==> src/rtl/mips32_fetch_queue.sv <==
// Instruction prefetch queue feeding the IF/ID register.
// Issues sequential word fetches to an in-order, variable-latency memory.
// Returned words are buffered with their next-PC and handed to decode over
// a valid/ready handshake. A redirect flushes the queue and marks every
// outstanding response stale. Fetching stops once an HLT word is enqueued.
module mips32_fetch_queue #(
  parameter int          DEPTH    = 4,
  parameter logic [31:0] RESET_PC = 32'd0
) (
  input  logic        clk1,
  input  logic        rst,
  input  logic        redirect_valid,
  input  logic [31:0] redirect_pc,
  output logic        imem_req_valid,
  output logic [31:0] imem_req_addr,
  input  logic        imem_req_ready,
  input  logic        imem_rsp_valid,
  input  logic [31:0] imem_rsp_data,
  output logic        out_valid,
  output logic [31:0] out_ir,
  output logic [31:0] out_npc,
  input  logic        out_ready,
  output logic        halted
);

  localparam int          PW      = (DEPTH > 1) ? $clog2(DEPTH) : 1;
  localparam int          CW      = PW + 1;
  localparam logic [CW:0] DEPTH_C = (CW + 1)'(DEPTH);
  localparam logic [5:0]  HLT_OP  = 6'b111111;

  // Control state
  logic [31:0]   pc;
  logic [PW-1:0] head;
  logic [PW-1:0] tail;
  logic [CW-1:0] count;
  logic [CW-1:0] inflight;
  logic [CW-1:0] stale;
  logic          stop;
  logic [PW-1:0] af_rd;
  logic [PW-1:0] af_wr;

  // Data storage (never reset; validity is tracked by the control state)
  logic [31:0] q_ir    [DEPTH];
  logic [31:0] q_npc   [DEPTH];
  logic [31:0] af_addr [DEPTH];

  logic        fire;
  logic        enq;
  logic        deq;
  logic [CW:0] credit;

  // Request credit, handshake qualifiers and output valid
  always_comb begin
    // Live occupancy: queued entries plus responses that will be kept.
    credit         = {1'b0, count} + {1'b0, inflight} - {1'b0, stale};
    imem_req_valid = !rst && !stop && !redirect_valid &&
                     (credit < DEPTH_C) && ({1'b0, inflight} < DEPTH_C);
    fire           = imem_req_valid && imem_req_ready;
    enq            = imem_rsp_valid && (stale == '0) && !redirect_valid && !rst;
    out_valid      = !rst && (count != '0) && !redirect_valid;
    deq            = out_valid && out_ready;
  end

  assign imem_req_addr = pc;
  assign out_ir        = q_ir[head];
  assign out_npc       = q_npc[head];
  assign halted        = stop && !rst;

  // Control: pointers, counters, PC and halt flag; redirect overrides all
  always_ff @(posedge clk1) begin
    if (rst) begin
      pc       <= RESET_PC;
      head     <= '0;
      tail     <= '0;
      count    <= '0;
      inflight <= '0;
      stale    <= '0;
      stop     <= 1'b0;
      af_rd    <= '0;
      af_wr    <= '0;
    end else begin
      // The address FIFO mirrors the in-flight requests, stale or not.
      if (fire)           af_wr <= af_wr + PW'(1);
      if (imem_rsp_valid) af_rd <= af_rd + PW'(1);
      inflight <= inflight + CW'(fire) - CW'(imem_rsp_valid);
      if (redirect_valid) begin
        pc    <= redirect_pc;
        head  <= '0;
        tail  <= '0;
        count <= '0;
        stop  <= 1'b0;
        // Everything still outstanding after this cycle belongs to the old path.
        stale <= inflight - CW'(imem_rsp_valid);
      end else begin
        if (fire)                             pc    <= pc + 32'd1;
        if (imem_rsp_valid && stale != '0)    stale <= stale - CW'(1);
        if (enq)                              tail  <= tail + PW'(1);
        if (deq)                              head  <= head + PW'(1);
        count <= count + CW'(enq) - CW'(deq);
        if (enq && imem_rsp_data[31:26] == HLT_OP) stop <= 1'b1;
      end
    end
  end

  // Data: remember each request address, store kept words with their next-PC
  always_ff @(posedge clk1) begin
    if (fire) af_addr[af_wr] <= pc;
    if (enq) begin
      q_ir[tail]  <= imem_rsp_data;
      q_npc[tail] <= af_addr[af_rd] + 32'd1;
    end
  end

endmodule

==> config.mk <==
export PLATFORM = sky130hd
export DESIGN_NAME = mips32_fetch_queue
export DESIGN_NICKNAME = d
export VERILOG_FILES = /design/src/rtl/mips32_fetch_queue.sv
export SDC_FILE = /design/constraint.sdc
export NUM_CORES = 1
export LEC_CHECK = 0
export CAP_MARGIN = 40
export CORE_UTILIZATION = 55
export CTS_CLUSTER_SIZE = 40
export DETAILED_ROUTE_END_ITERATION = 6
export DONT_BUFFER_PORTS = 1
export PLACE_DENSITY_LB_ADDON = 0.05
export SYNTH_ARGS = -nofsm -noshare
export SYNTH_HDL_FRONTEND = slang
export SYNTH_SLANG_ARGS = --single-unit
==> constraint.sdc <==
create_clock -name clk1 -period 4.4 [get_ports clk1]
set_input_delay 1.32 -clock clk1 [delete_from_list [all_inputs] [get_ports clk1]]
set_output_delay 1.32 -clock clk1 [all_outputs]
set_load 0.01 [all_outputs]
==> results.cfg <==
[power]
powerDensity_mw_per_mm2 = 452
ir_drop_uv = 296
leakagePower_nw = 6.08

[cts]
cts_sinks = 438
ctsLongestPathBuffers = 3
cts_tree = yes
post_cts_resized = 0
insertion_delay_ns = 0.52
cts_root_buffer = clkbuf_16
postCtsSetupBuffers = 0
cts_buffers = 43
ctsHtreeMaxLevel = 2
ctsHoldBuffers = 0
path_clk_slew_ns = 0.06

[floorplanning]
initial_core_util = 0.559
die_h_um = 181
io_pins = 169
die-width_um = 181
rows = 65
core_mm2 = 0.0316
dieArea_mm2 = 0.0328

[final_layout]
fin_nets = 1094
num_antenna_cells = 0
drive_gt1_frac = 0.190
syn2layout_area_growth_pct = 10.8

[synthesis]
syn_area_mm2 = 0.0176
yosys_warnings = 0
syn-num-nets = 1064
ys.flop_type = edfxtp_1
yosys.area.top_type = edfxtp_1
synth_seq_cells = 438
ys_seq_area_frac = 0.715
syn_inst = 969
synth.most_common_cell = edfxtp_1
synth_edf_count = 384
synthTopCellsByCount = 384 x edfxtp_1, 94 x mux4_2, 54 x dfxtp_1
ys_async_sr_fraction = 0
postSynthAreaPerCell_um2 = 18.2
synthTopCellsByArea = edfxtp_1 65%, mux4_2 12%, dfxtp_1 6.1%
synth_top_area_share = 0.654
synth_cell_types = 54

[global_route]
grt_overflow_total = 0
grt_pass1_wl_um = 50500
grtUsageTotal = 0.200
grt_pass1_vias = 9079
grt_max_degree = 65
antenna_found_initial = 0

[detailed_routing]
drtIter0Drc = 539
vias_per_cell = 6.10
wl_met1_um = 13600
drc_errors = 0
wl_met2_um = 15500
via_count = 8724
ant_nets = 0
maxUsedRoutingLayer = met4
drt_pass1_iterations = 5
met3_length_um = 2560
drt_wl_total_um = 32300
wl_per_cell_um = 22.6

[critical_path]
startpoint = count[1]
crit_path_start_kind = register
reg2reg_to = inflight[2]
ff2ff_path_depth = 15
ff2ff_setup_slack_ns = 0.81
crit-reg2reg-launch = count[1]
arrival_ns = 2.81
cp_max_fo = 3
worstPathRequired_ns = 3.08
endpoint_kind = output port
crit_type = register to output port

[hold_path]
holdPathStages = 2
holdPathEnd = stop
min_path_type = register to register
hold_start = stop

[timing]
timing.slew.headroom = 0.456
postLayoutSetupSlackWorst_ns = 0.271
finalSetupTns_ns = 0
hold_viol = 0
fin_skew_ns = 0.0132
rsz0062_at_grt = no
finalMaxSlewViolations = 0
finalCriticalPeriod_ns = 4.13
worst_pin_slew_ns = 0.809
fmax_ghz = 0.242
setup_viol = 0
fin_crit_sh = 0.938

[placed_design]
portBuffers = 0
dp_hpwl_um = 20800
place_worst_setup_slack_ns = 0.815
gp_congestion = 0.843

[flow_run]
max_cap_violations = 0

[run_status]
status = finished, final reports clean
[sequential cells by signal, summed over array words and instances, names as in the netlist, named ones only]
| register | cells |
|---|---|
| af_addr | 128 |
| q_ir | 128 |
| q_npc | 128 |
| imem_req_addr | 32 |
| count | 3 |
| inflight | 3 |
| stale | 3 |
| af_rd | 2 |
| af_wr | 2 |
| head | 2 |
| tail | 2 |
| stop | 1 |
[report_power, final]
| part | total (W) | switching, W | internal (W) |
|---|---|---|---|
| Sequential | 0.00477 | 0.000111 | 0.00466 |
| Combinational | 0.000643 | 0.000387 | 0.000256 |
| Clock | 0.00342 | 0.00142 | 0.00200 |
[metrics by stage]
| step | instances | total power, W | utilization | hold WS, ns | instance area, µm² |
|---|---|---|---|---|---|
| 2_1_floorplan | 969 | 0.00532 | - | 0.479 | 17600 |
| 3_3_place_gp | 1355 | 0.00546 | 0.577 | 0.515 | 18200 |
| 3_5_place_dp | 1356 | 0.00550 | 0.577 | 0.520 | 18200 |
| 4_1_cts | 1431 | 0.00892 | 0.620 | 0.532 | 19500 |
| 5_1_grt | 1431 | 0.00916 | 0.620 | 0.582 | 19500 |
| 6_report | 1431 | 0.00883 | 0.620 | 0.532 | 19500 |
[worst max-delay path, stage by stage (launching register included)]
cell and delay [ns]:
dfxtp_1 0.39, inv_1 0.12, fa_1 0.54, inv_1 0.04, ha_1 0.28, and3b_1 0.21
nor4_4 0.23, nor2_1 0.11, nor4_1 0.20, buf_4 0.18
[routing by layer]
layer | GRT usage | up-vias
li1 | - | 3941
met1 | 0.270 | 4405
met2 | 0.326 | 320
met3 | 0.0476 | 58
met4 | 0.0603 | 0
met5 | 0 | -
[cells by family (layout without fill, tap and decap cells)]
kind of cell             count (synthesis)  count (layout)  synth area share
flip-flops                             438             438             0.715
AND/OR/NAND/NOR                        205             205            0.0639
AO/OA/AOI/OAI                           79              79            0.0328
adder cells (fa/ha/maj)                 25              25            0.0194
multiplexers                           101             101             0.126
buffers and inverters                   69             129            0.0171
XOR/XNOR                                52              52            0.0258
[worst max-delay path by stage]
stage,end,cells after the start,slack [ns]
6_report,imem_req_valid,9,0.27
5_1_grt,imem_req_valid,9,0.11
4_1_cts,imem_req_valid,9,0.25
3_5_place_dp,inflight[2],15,0.81
3_3_place_gp,imem_req_valid,9,0.87
2_1_floorplan,q_ir[0][0],5,0.61
[cell usage in the layout, fill, tap and decap left out, types with 5 or more instances in the layout]
| cell type | Yosys | layout |
|---|---|---|
| a311oi_1 | 5 | 5 |
| nand2_1 | 46 | 46 |
| buf_4 | 2 | 20 |
| buf_12 | 1 | 5 |
| o211ai_1 | 20 | 20 |
| dfxtp_1 | 54 | 51 |
| xor2_1 | 19 | 19 |
| clkbuf_1 | 22 | 11 |
| a211oi_1 | 12 | 12 |
| clkbuf_16 | 0 | 45 |
| nand4_1 | 15 | 15 |
| and2_1 | 12 | 8 |
| o21ai_0 | 8 | 8 |
| or3_1 | 15 | 15 |
| inv_1 | 28 | 28 |
| xnor2_1 | 33 | 33 |
| o2111ai_1 | 7 | 7 |
| ha_1 | 21 | 21 |
| mux4_2 | 94 | 94 |
| and3_1 | 11 | 11 |
| nor3_1 | 6 | 6 |
| nor4_1 | 7 | 7 |
| a31oi_1 | 16 | 16 |
| nor2_1 | 42 | 42 |
| and4_1 | 7 | 7 |
| clkinv_1 | 0 | 8 |
| edfxtp_1 | 384 | 384 |
| nand3_1 | 23 | 23 |
[cell type report]
| class | count | area (µm²) |
|---|---|---|
| clock buffer | 57 | 1180 |
| clock inverter | 18 | 145 |
| fill | 2241 | 12000 |
| inverter | 28 | 105 |
| multi-input combinational | 462 | 4730 |
| sequential | 438 | 12600 |
| tap | 402 | 503 |
| timing repair buffer | 26 | 265 |
Note: power is estimated with default switching activity, not from simulation.
